--- src/rtl/bp_pkg.sv ---
// Shared types, encodings and helpers for the branch predict unit.
// Holds the next-PC source enum, branch funct3 codes and the 2-bit counter type.
package bp_pkg;

  typedef enum logic [1:0] {
    PCSRC_SEQ     = 2'b00,
    PCSRC_IMM     = 2'b01,
    PCSRC_ALU     = 2'b10,
    PCSRC_RECOVER = 2'b11
  } pcsrc_t;

  localparam logic [1:0] JUMP_NONE = 2'b00;
  localparam logic [1:0] JUMP_JAL  = 2'b01;
  localparam logic [1:0] JUMP_JALR = 2'b10;

  localparam logic [2:0] F3_BEQ  = 3'b000;
  localparam logic [2:0] F3_BNE  = 3'b001;
  localparam logic [2:0] F3_BLT  = 3'b100;
  localparam logic [2:0] F3_BGE  = 3'b101;
  localparam logic [2:0] F3_BLTU = 3'b110;
  localparam logic [2:0] F3_BGEU = 3'b111;

  typedef logic [1:0] bht_ctr_t;
  localparam bht_ctr_t BHT_RESET = 2'b01;

  function automatic bht_ctr_t bht_next(input bht_ctr_t ctr, input logic taken);
    bht_ctr_t nxt;
    nxt = ctr;
    if (taken && ctr != 2'b11) nxt = ctr + 2'b01;
    else if (!taken && ctr != 2'b00) nxt = ctr - 2'b01;
    return nxt;
  endfunction

  // The compare unit reports only zero, so the "equal/ge" forms take on zero
  // and the "ne/lt" forms take on non-zero.
  function automatic logic branch_taken(input logic [2:0] f3, input logic zero);
    logic tk;
    case (f3)
      F3_BEQ, F3_BGE, F3_BGEU: tk = zero;
      F3_BNE, F3_BLT, F3_BLTU: tk = ~zero;
      default:                 tk = 1'b0;
    endcase
    return tk;
  endfunction

endpackage

--- src/rtl/bht_array.sv ---
// Table of 2-bit saturating counters: one combinational read port and one
// synchronous write port that applies the saturating update; async reset to weak-not-taken.
module bht_array
  import bp_pkg::*;
#(
  parameter int ENTRIES = 64,
  parameter int IDX_W   = $clog2(ENTRIES)
) (
  input  logic             clk,
  input  logic             rst_n,
  input  logic [IDX_W-1:0] rd_idx_i,
  output bht_ctr_t         rd_ctr_o,
  input  logic             wr_en_i,
  input  logic [IDX_W-1:0] wr_idx_i,
  input  logic             wr_taken_i
);

  bht_ctr_t ctr_q [ENTRIES];
  bht_ctr_t ctr_d [ENTRIES];

  generate
    if (ENTRIES < 2 || (ENTRIES & (ENTRIES - 1)) != 0) begin : g_bad_entries
      $error("bht_array: ENTRIES must be a power of two and at least 2");
    end
  endgenerate

  // Read sees the registered table only, so a same-cycle write is not bypassed.
  assign rd_ctr_o = ctr_q[rd_idx_i];

  always_comb begin
    ctr_d = ctr_q;
    if (wr_en_i) ctr_d[wr_idx_i] = bht_next(ctr_q[wr_idx_i], wr_taken_i);
  end

  always_ff @(posedge clk or negedge rst_n) begin
    if (!rst_n) begin
      for (int i = 0; i < ENTRIES; i++) ctr_q[i] <= BHT_RESET;
    end else begin
      ctr_q <= ctr_d;
    end
  end

endmodule

--- src/rtl/branch_predict_unit.sv ---
// Execute-stage jump/branch resolution with a dynamic 2-bit counter predictor read at decode.
// Optional performance counters are built when BRANCH_PERF_EN is defined.
module branch_predict_unit
  import bp_pkg::*;
#(
  parameter int XLEN        = 32,
  parameter int BHT_ENTRIES = 64,
  parameter int IDX_LSB     = 2
) (
  input  logic            clk,
  input  logic            rst_n,
  input  logic            d_valid_i,
  input  logic            d_branch_i,
  input  logic [XLEN-1:0] d_pc_i,
  output logic            d_pred_taken_o,
  input  logic            e_valid_i,
  input  logic [1:0]      e_jump_i,
  input  logic            e_branch_i,
  input  logic [2:0]      e_branch_type_i,
  input  logic            e_zero_i,
  input  logic            e_pred_taken_i,
  input  logic [XLEN-1:0] e_pc_i,
  output logic [1:0]      e_pcsrc_o,
  output logic            e_flush_o
`ifdef BRANCH_PERF_EN
  ,
  output logic [31:0]     perf_branches_o,
  output logic [31:0]     perf_mispred_o
`endif
);

  localparam int IDX_W = $clog2(BHT_ENTRIES);

  logic [IDX_W-1:0] rd_idx;
  logic [IDX_W-1:0] wr_idx;
  bht_ctr_t         rd_ctr;
  logic             taken;
  logic             jump_none;
  logic             train;
  pcsrc_t           pcsrc;
  logic             unused_pc_bits;

  assign rd_idx = d_pc_i[IDX_LSB +: IDX_W];
  assign wr_idx = e_pc_i[IDX_LSB +: IDX_W];
  assign unused_pc_bits = ^{d_pc_i, e_pc_i};

  bht_array #(
    .ENTRIES (BHT_ENTRIES),
    .IDX_W   (IDX_W)
  ) u_bht (
    .clk        (clk),
    .rst_n      (rst_n),
    .rd_idx_i   (rd_idx),
    .rd_ctr_o   (rd_ctr),
    .wr_en_i    (train),
    .wr_idx_i   (wr_idx),
    .wr_taken_i (taken)
  );

  assign d_pred_taken_o = d_valid_i & d_branch_i & rd_ctr[1];

  assign taken     = branch_taken(e_branch_type_i, e_zero_i);
  assign jump_none = (e_jump_i != JUMP_JAL) && (e_jump_i != JUMP_JALR);
  assign train     = e_valid_i & e_branch_i & jump_none;

  // Jumps win over branches; a correctly predicted branch needs no redirect.
  always_comb begin
    pcsrc = PCSRC_SEQ;
    if (e_valid_i) begin
      if (e_jump_i == JUMP_JAL)             pcsrc = PCSRC_IMM;
      else if (e_jump_i == JUMP_JALR)       pcsrc = PCSRC_ALU;
      else if (e_branch_i) begin
        if (taken && !e_pred_taken_i)       pcsrc = PCSRC_IMM;
        else if (!taken && e_pred_taken_i)  pcsrc = PCSRC_RECOVER;
      end
    end
  end

  assign e_pcsrc_o = pcsrc;
  assign e_flush_o = (pcsrc != PCSRC_SEQ);

`ifdef BRANCH_PERF_EN
  logic [31:0] perf_branches_q, perf_branches_d;
  logic [31:0] perf_mispred_q,  perf_mispred_d;

  // A training cycle redirects only on a misprediction, so any redirect there counts.
  always_comb begin
    perf_branches_d = perf_branches_q;
    perf_mispred_d  = perf_mispred_q;
    if (train) begin
      perf_branches_d = perf_branches_q + 32'd1;
      if (pcsrc == PCSRC_IMM || pcsrc == PCSRC_RECOVER)
        perf_mispred_d = perf_mispred_q + 32'd1;
    end
  end

  always_ff @(posedge clk or negedge rst_n) begin
    if (!rst_n) begin
      perf_branches_q <= 32'd0;
      perf_mispred_q  <= 32'd0;
    end else begin
      perf_branches_q <= perf_branches_d;
      perf_mispred_q  <= perf_mispred_d;
    end
  end

  assign perf_branches_o = perf_branches_q;
  assign perf_mispred_o  = perf_mispred_q;
`else
  // Without the performance option no counter state exists.
`endif

endmodule

--- config.mk ---
export PLATFORM = sky130hd
export DESIGN_NAME = branch_predict_unit
export DESIGN_NICKNAME = d
export VERILOG_FILES = /design/src/rtl/bp_pkg.sv /design/src/rtl/bht_array.sv /design/src/rtl/branch_predict_unit.sv
export SDC_FILE = /design/constraint.sdc
export NUM_CORES = 1
export LEC_CHECK = 0
export ABC_CLOCK_PERIOD_IN_PS = 3100
export CELL_PAD_IN_SITES_DETAIL_PLACEMENT = 1
export CELL_PAD_IN_SITES_GLOBAL_PLACEMENT = 2
export CORE_UTILIZATION = 33
export CTS_CLUSTER_DIAMETER = 100
export DETAILED_ROUTE_END_ITERATION = 12
export GPL_TIMING_DRIVEN = 0
export PLACE_DENSITY_LB_ADDON = 0.1
export SETUP_SLACK_MARGIN = 0.02
export SKIP_LAST_GASP = 1
export SLEW_MARGIN = 20
export SYNTH_ARGS = -nofsm -noshare
export SYNTH_HDL_FRONTEND = slang
export SYNTH_SLANG_ARGS = --single-unit
--- constraint.sdc ---
create_clock -name clk -period 3.1 [get_ports clk]
set_input_delay 0.31 -clock clk [delete_from_list [all_inputs] [get_ports clk]]
set_output_delay 0.31 -clock clk [all_outputs]
set_load 0.01 [all_outputs]
* After elaboration in Yosys (flattened, before gate mapping) *
Cells that the tools add are included.

cells by class
  reductions and logical operators = 13
  muxes and demuxes = 19
  eq/ne operators = 10
  $add $sub $neg = 2
  $lt $le $gt $ge = 3
  bitwise gates (word level) = 7

operators with widths
  kind                   count
  $bwmux W128            1
  $mux W2                14
  $bmux W2 S6            2
  $ge A7 B7 Y1 const B   2
  $not A6 Y7             2
  $demux W2 S6           1
  $eq A3 B3 Y1 const B   4
  $lt A7 B1 Y1 const B   1
  $logic_and A1 B1 Y1    6
  $reduce_or A3 Y1       2
  $and A1 B1 Y1          4
  $ne A2 B2 Y1 const B   2
  $reduce_bool A2 Y1     2
  $eq A3 B1 Y1 const B   1
  $logic_not A3 Y1       1
  $add A2 B1 Y2 const B  1
  $eq A2 B1 Y1 const B   1
  $eq A2 B2 Y1 const B   1
  $logic_not A1 Y1       2
  $ne A2 B1 Y1 const B   1
  $pmux W1 S2            1
  $sub A2 B1 Y2 const B  1
  $not A1 Y1             1

word-level totals
  word-level logic and storage cells = 118
  register bits = 128

* Depth between registers and ports, before layout *
Gate-level depths: netlist of the first run.

  depth after elaboration = 12
  depth in mapped cells = 17

* By module *
A second synthesis of the first run with hierarchy kept.

second synthesis, totals
  cell total of the unflattened synthesis = 912
  area total of the unflattened synthesis = 8629.5 um^2

by module, submodules not included
  module               area each (um^2)  seq. area each (um^2)  instances  cells an instance
  bht_array            8498.2            3283.1                 1          892
  branch_predict_unit  131.4             0.0                    1          20

* Worst setup path before layout of the first run *
Ideal clock, no wire load.

  path kind = input -> register
  start point = input port e_pc_i[3]
  end point = register u_bht.ctr_q[10] (netlist name)
  arrival time = 3.440 ns
  data required time = 3.018 ns
  library setup time = 0.082 ns
  path buffers = 4
  stages on the path = 14
  path slack = -0.421 ns
  path through = buf_4 > mux4_2 > mux2i_1 > nor2_1 > or4_4 > clkbuf_1 > nor3_1 > inv_1 > ha_1 > mux2i_1 > clkbuf_1 > clkbuf_1 > nand2_1 > o211ai_1

between the ends
  longest elaborated chain between the ends = 10
  elaborated cells on any way between the ends = 19

ends and longest elaborated chain
  element                                                line                       RTL
  start: declaration                                     branch_predict_unit.sv:22  input logic [XLEN-1:0] e_pc_i,
  $not A6 Y7 (not written as such) (*)                   bht_array.sv:32            if (wr_en_i) ctr_d[wr_idx_i] = bht_next(ctr_q[wr_idx_i], wr_taken_i);
  branches (longest 8 deep; another with $sub A2 B1 Y2)  --
  $bwmux W128 (*)                                        bht_array.sv:32
  end signal: assignment                                 bht_array.sv:39            ctr_q <= ctr_d;
  end: declaration                                       bht_array.sv:18            bht_ctr_t ctr_q [ENTRIES];

Every way passes the cells marked *. The select of a mux whose other input is x is not followed.
A chain may end at the register's enable or synchronous reset.

* Final worst setup path of the first run *
  start point = input port e_pc_i[2]
  end point = register u_bht.ctr_q[47] (netlist name)

The elaborated chain is that of the path after synthesis.

==> results of run 1 <==
placed cells by master, fill, tap and decap left out, types with 4 or more instances in the layout:
cell and instances:
inv_1 7, buf_12 4, nor2_1 153, a22oi_1 14, clkbuf_2 7, o31ai_4 6, nand2_1 100, o21ai_0 31
clkbuf_16 20, o22ai_1 5, buf_4 37, clkinvlp_4 4, a21oi_1 12, dfrtp_1 64, nand2b_1 9, clkdlybuf4s50_1 21
clkbuf_4 5, or3_1 4, buf_6 17, buf_8 6, o31ai_2 26, nand3_1 22, a21oi_2 5, mux2i_1 18
nand4_1 16, dfstp_2 64, mux4_2 35, clkbuf_8 13, a31oi_1 61, o211ai_1 31, nand3b_1 13, clkbuf_1 21
what timing repair did:
action	CTS	global route
hold buffers	1	0
gates resized for setup	92	36
buffers inserted	27	8
gates cloned	2	2
pin swaps	6	8
setup endpoints to repair	132	129
hold endpoints to repair	23	0
routing by layer:
metal	global-route usage (%)	wire, microns	vias up
met1	37.1	14500	4029
met4	11.4	1080	0
met2	47.7	16700	297
met5	0	0	-
li1	-	-	3344
met3	4.57	1780	67
area by class of cell:
cell class,count,area [sq um]
timing repair buffer,64,601
multi-input combinational,645,4650
buffer,70,652
inverter,10,41.3
clock inverter,11,153
fill,2675,13300
sequential,128,3280
tap,319,399
clock buffer,21,480
power by group:
| group | total, mW | switching, mW | internal [mW] |
|---|---|---|---|
| logic | 1.16 | 0.649 | 0.507 |
| registers | 1.95 | 0.109 | 1.85 |
| clock network | 2.22 | 0.858 | 1.36 |
| total | 5.33 | 1.62 | 3.71 |
worst reg2reg max path, stage by stage, from the launching register on:
cell	delay, ns
dfstp_2	0.37
mux4_2	0.50
nand2_2	0.09
a21oi_2	0.06
or4_4	0.59
nor3_4	0.18
inv_2	0.07
ha_4	0.17
mux2_4	0.34
o21ai_4	0.19
buf_6	0.22
a31oi_1	0.11
logic make-up (layout without fill, tap and decap cells):
| kind of cell | Yosys count | count (layout) |
|---|---|---|
| buffers and inverters | 82 | 176 |
| adder cells (fa/ha/maj) | 5 | 5 |
| flip-flops | 128 | 128 |
| XOR/XNOR | 1 | 1 |
| AND/OR/NAND/NOR | 352 | 352 |
| multiplexers | 61 | 61 |
| AO/OA/AOI/OAI | 225 | 226 |
worst min path at each step:
stage / start / end / cells past startpoint
floorplan: rst_n / u_bht.ctr_q[101] / 0
global placement: u_bht.ctr_q[102] / u_bht.ctr_q[102] / 2
detailed placement: rst_n / u_bht.ctr_q[55] / 1
CTS: rst_n / u_bht.ctr_q[37] / 2
global route: rst_n / u_bht.ctr_q[47] / 2
finish: rst_n / u_bht.ctr_q[41] / 2
==> out/summary.txt, run 1 <==
DR vias/cell: 6.10
Yosys warnings: 0
IO buf count: 24
Final setup violation count: 0
Count of cell types in the netlist: 60
Period utilization: 98.2%
Initial cell density of the core: 33.8%
Share of post-route cells with drive strength above 1: 31.6%
Hold Fails Final Rpt: 0
Final std cells w/o fill: 1268
CTS clk-pin slew, worst paths: 0.07 ns
WP data arrival: 3.34 ns
Crit path largest cell delay: 0.38 ns
DIE WIDTH: 157 microns
GR Util All Layers: 28.7%
Critical path fanouts, max: 10
Die area: 24800 sq um
XOR/XNOR Fraction of Synth Area: 0.110%
VDD IR-drop max: 0.339 mV
Total CTS buffers: 17
Buf/Inv on CP: 7
Top post-synthesis cells by area: dfstp_2 (21%), dfrtp_1 (20%), mux4_2 (9.9%)
EDFF count, synth: 0
Final WL: 34000 microns
CP cell instances: buf_8 > buf_6 > clkbuf_4 > buf_6 > clkbuf_4 > mux2_2 > nand2_1 > o2111ai_2 > nor2_2 > inv_1 > ha_4 > mux2_4 > o21ai_4 > buf_6 > a31oi_1
Post-synth top cells: nor2_1 (156), nand2_1 (101), dfrtp_1 (64), dfstp_2 (64), a31oi_1 (62)
Data required time of the worst path: 3.39 ns
Crit. path cell count: 15
Post-synth top area share: 21.1%
Core Area: 23500 sq um
CTS max path bufs: 2
Detailed placer's ending HPWL: 23800 microns
Setup TNS: 0 ns
Asr flop ratio synth: 100%
Family with the most delay on the worst path: buffers and inverters
R2R Setup Slk: 0.07 ns
Mux cell area share after synthesis: 13.2%
Share of the yosys chip area belonging to registers: 41.2%
Clk_lat worst skew: 0.44 ns
Cells after Synth: 854
Row count: 56
Final Power: 5.33 mW
Largest area contributor in the netlist: dfstp_2
R2R Path End: u_bht.ctr_q[47]
Most numerous cell in the Yosys netlist: nor2_1
Pin count of the biggest net entering global routing: 85
CP endpoint: u_bht.ctr_q[47]
Reg with most FFs: u_bht.ctr_q
Chip height: 157 microns
Initial DRC count: 561
Layout area overhead: 28.8%
Global route overflow: 0
Crit Path Class: primary input to flop
Mapped Avg Cell Area: 9.33 sq um
Vias: 7737
FF-to-FF path depth: 11
Hold Path Class: primary input to async pin
Maxcap violations: 0
Final Core Density: 43.6%
Commonest register cell after synthesis: dfstp_2
Combinational family with the most area after synthesis: compound AO/OA/AOI/OAI gates
Crit path time final: 3.04 ns
Fin nets: 1018
Max reg flops: 128
Pwr dens: 519 nW/um^2
Clock tree root driver cell: clkbuf_16
CTS Sinks: 128
Place WS: -1.71 ns
Worst Tran Pin Value: 0.930 ns
Clock Skew: 0.0109 ns
Crit-path most repeated cell: buf_6
Worst setup path startpoint: e_pc_i[2]
Placed inst area: 8830 sq um
Slew Limit Fails: 0
Leakage: 3.78 nW
Vias in the first global route: 8135
Top Ports: 81
Worst setup margin: 0.0555 ns
DP Cell Count: 1198
Final ANT Viol Nets: 0
Crit. End Element: flop
Fmax achieved: 328 MHz
Antenna Cells: 0
Mapped cell area: 7970 sq um
Setup crit start kind: primary input
Design area: 10300 sq um
Status: completed
Post-synth net total: 936
RSZ-0062 raised after global routing: yes
Biggest regs: u_bht.ctr_q: 128 flops
CTS tree: built
Htree depth: 4
Synth Area in Adders: 0.785%
DR WL/cell: 26.8 microns
Initial antenna violation count: 0
CP max-delay cell: mux2_2
Final hold slack: 0.386 ns
Synth Area in Compound Gates: 20.0%
Routability cong.: 0.892
Worst R2R Start: u_bht.ctr_q[18]
Relative slew slack: 37.4%
First-pass GRT wire length: 50900 microns
#FFs+latches synth: 128
# DRC: 0
Simple-Gate Fraction of Synth Area: 19.9%
Router iterations before antenna repair: 5
No activity file was read; power rests on OpenSTA's default activity.
==> run 2: changes to the inputs <==
--- a/config.mk
+++ b/config.mk
@@ -16,5 +16,4 @@
 export SETUP_SLACK_MARGIN = 0.02
 export SKIP_LAST_GASP = 1
-export SLEW_MARGIN = 20
 export SYNTH_ARGS = -nofsm -noshare
 export SYNTH_HDL_FRONTEND = slang
==> constraint.sdc (replaced) <==
create_clock -name clk -period 3.1 [get_ports clk]
set_input_delay 0.31 -clock clk [delete_from_list [all_inputs] [get_ports clk]]
set_output_delay 0.31 -clock clk [all_outputs]
set_load 0.005 [all_outputs]
==> run 2 against run 1 <==
The flow now finishes with violations (setup timing). Clock power is essentially flat. Critical path depth decreased by 1. Flip-flop and latch count is the same. Final area rose by 5.6%. Global-route usage about the same. Combinational power grew 16%. Clock-buffer cell count unchanged. Non-clock buffer count is 11 higher. Hold slack improved by 0.020 ns.
==> out/summary.txt, run 2 (same netlist as run 1, synthesis figures left out) <==
Hold Fails Final Rpt: 0 (unchanged)
Biggest regs: u_bht.ctr_q: 128 flops
Clock tree root driver cell: clkbuf_16
Vias in the first global route: 8142 (+0.086%)
Int Pwr: 3.81 mW (+2.6%)
CTS max path bufs: 2 (unchanged)
Global route overflow: 0 (unchanged)
Pin count of the biggest net entering global routing: 85 (unchanged)
Setup TNS: -0.240 ns (-0.240 ns)
Crit path time final: 3.14 ns (+0.100 ns)
Status: finished with violations
Data required time of the worst path: 3.40 ns (about the same)
Commonest cells after routing, fill and taps aside: nor2_1 (151), nand2_1 (95), dfstp_2 (64), dfrtp_1 (64), a31oi_1 (52)
DR WL/cell: 27.7 microns (+3.1%)
Crit. End Element: flop
Detailed placer's ending HPWL: 23800 microns (about the same)
WP data arrival: 3.44 ns (+0.10 ns)
Row count: 56 (unchanged)
Final Core Density: 46.0% (+2.4 points)
Chip height: 157 microns (unchanged)
Final setup violation count: 11 (+11)
Leakage: 3.91 nW (+3.5%)
Layout fillers: 2606 (-2.6%)
Clock network power share: 40.2% (-1.4 points)
Fin nets: 1030 (+1.2%)
First-pass GRT wire length: 51000 microns (+0.14%)
Initial antenna violation count: 1 (+1)
IO buf count: 24 (unchanged)
Vias: 7819 (+1.1%)
Max reg flops: 128 (unchanged)
DIE WIDTH: 157 microns (unchanged)
Design area: 10800 sq um (+5.6%)
Most common cell after layout, fill and taps aside: nor2_1
Core Area: 23500 sq um (unchanged)
Placed inst area: 8830 sq um (about the same)
Hold Path Class: primary input to async pin
Final ANT Viol Nets: 0 (unchanged)
Critical path fanouts, max: 10 (unchanged)
GR Util All Layers: 28.7% (+0.036 points)
Worst setup margin: -0.0449 ns (-0.100 ns)
Top Ports: 81 (unchanged)
Htree depth: 4 (unchanged)
Sw Ratio: 30.8% (+0.49 points)
Clock Skew: 0.0112 ns (+0.000363 ns)
Register area: 3280 sq um (unchanged)
VDD IR-drop max: 0.340 mV (about the same)
CTS Sinks: 128 (unchanged)
Initial DRC count: 572 (+2.0%)
Pwr dens: 508 nW/um^2 (-2.1%)
Fmax achieved: 318 MHz (-3.2%)
Setup crit start kind: primary input
Share of post-route cells with drive strength above 1: 36.7% (+5.1 points)
# DRC: 0 (unchanged)
Total CTS buffers: 17 (unchanged)
Crit Path Class: primary input to flop
Routability cong.: 0.892 (unchanged)
Combinational Power Share: 24.3% (+2.6 points)
Place WS: -1.71 ns (unchanged)
Reg with most FFs: u_bht.ctr_q
Sequential Power Share: 35.6% (-1.1 points)
Antenna Cells: 0 (unchanged)
DR vias/cell: 6.11 (+0.11%)
Initial cell density of the core: 33.8% (unchanged)
Switching Power: 1.70 mW (+5.0%)
Failing checks: setup timing
Layout area overhead: 36.0%
Period utilization: 101% (+3.2 points)
Worst Tran Pin Value: 1.05 ns (+0.117 ns)
Die area: 24800 sq um (unchanged)
Maxcap violations: 0 (unchanged)
Multi-input gate area: 5010 sq um (+7.6%)
Slew Limit Fails: 0 (unchanged)
CTS clk-pin slew, worst paths: 0.06 ns (about the same)
Router iterations before antenna repair: 4 (-1)
Clk_lat worst skew: 0.44 ns (about the same)
Final WL: 35400 microns (+4.1%)
RSZ-0062 raised after global routing: yes
CTS tree: built
Relative slew slack: 30.2% (-7.2 points)
-- run 2: cell types whose count changed in the layout (fill, tap and decap cells not counted), moves of 6 or more --
cell     change
nand3_1     -15
nand3_2     +15
buf_6       +11
a31oi_1      -9
a22oi_1      -7
a22oi_2      +7
a31oi_4      +6
buf_12       +6
-- run 2: path summary, 6_finish.rpt --
path | start | endpoint | slack (ns) | cells after the start
worst max-delay path | e_pc_i[3] | u_bht.ctr_q[107] | -0.04 | 14
worst min-delay path | rst_n | u_bht.ctr_q[41] | 0.41 | 2
min in group clk | u_bht.ctr_q[68] | u_bht.ctr_q[68] | 0.48 | 2
worst min register to register | u_bht.ctr_q[68] | u_bht.ctr_q[68] | 0.48 | 2
worst max register to register | u_bht.ctr_q[16] | u_bht.ctr_q[107] | -0.04 | 12
max in group asynchronous | rst_n | u_bht.ctr_q[82] | 1.88 | 3
-- run 2: final cells by class --
cell class	instances	share of cell area, %
inverters	10	0.381
well taps	319	3.68
flip-flops and latches	128	30.3
repair buffers	75	7.29
clock inverters	11	1.41
multi-input cells	646	46.2
plain buffers	70	6.28
clock buffers	21	4.43
-- run 2: metal layers --
layer / routed length [microns] / part of all wire (%) / track usage [%] / vias up
li1: - / - / - / 3368
met1: 14900 / 42 / 37.2 / 4125
met2: 17700 / 50 / 47.6 / 266
met3: 1830 / 5.2 / 4.57 / 60
met4: 1010 / 2.9 / 11.7 / 0
met5: 0 / 0 / 0 / -
-- run 2: repair_timing --
| action | 4_1_cts | 5_1_grt |
|---|---|---|
| setup buffers | 28 | 12 |
| hold endpoints to repair | 23 | 0 |
| pin swaps | 6 | 28 |
| hold buffers | 1 | 0 |
| cloned | 2 | 10 |
| resized for setup | 93 | 116 |
| endpoints found under the setup margin | 132 | 130 |
-- run 2: through the flow --
step           power [mW]  hold WS, ns  instances
2_1_floorplan        2.55       0.0144        854
3_3_place_gp         2.87        0.459       1197
3_5_place_dp         2.92        0.283       1198
4_1_cts              5.27        0.406       1260
5_1_grt              5.66        0.428       1280
6_report             5.50        0.406       1280
-- run 2: worst max-delay path, stage by stage --
cell,delay [ns]
buf_4,0.22
clkbuf_2,0.37
buf_2,0.36
o32ai_1,0.17
o31ai_1,0.34
o2111ai_2,0.23
nor2_4,0.18
inv_1,0.11
ha_4,0.19
mux2_4,0.35
buf_12,0.16
o21ai_4,0.15
buf_6,0.20
a31oi_1,0.08
-- run 2: power groups by stage --
stage                     combinational (mW)  clock, mW  sequential, mW
after floorplan                        0.620          0            1.93
after global routing                    1.40       2.28            1.97
after global placement                 0.901          0            1.97
final                                   1.34       2.21            1.96
after CTS                               1.09       2.22            1.95
after detailed placement               0.937          0            1.98
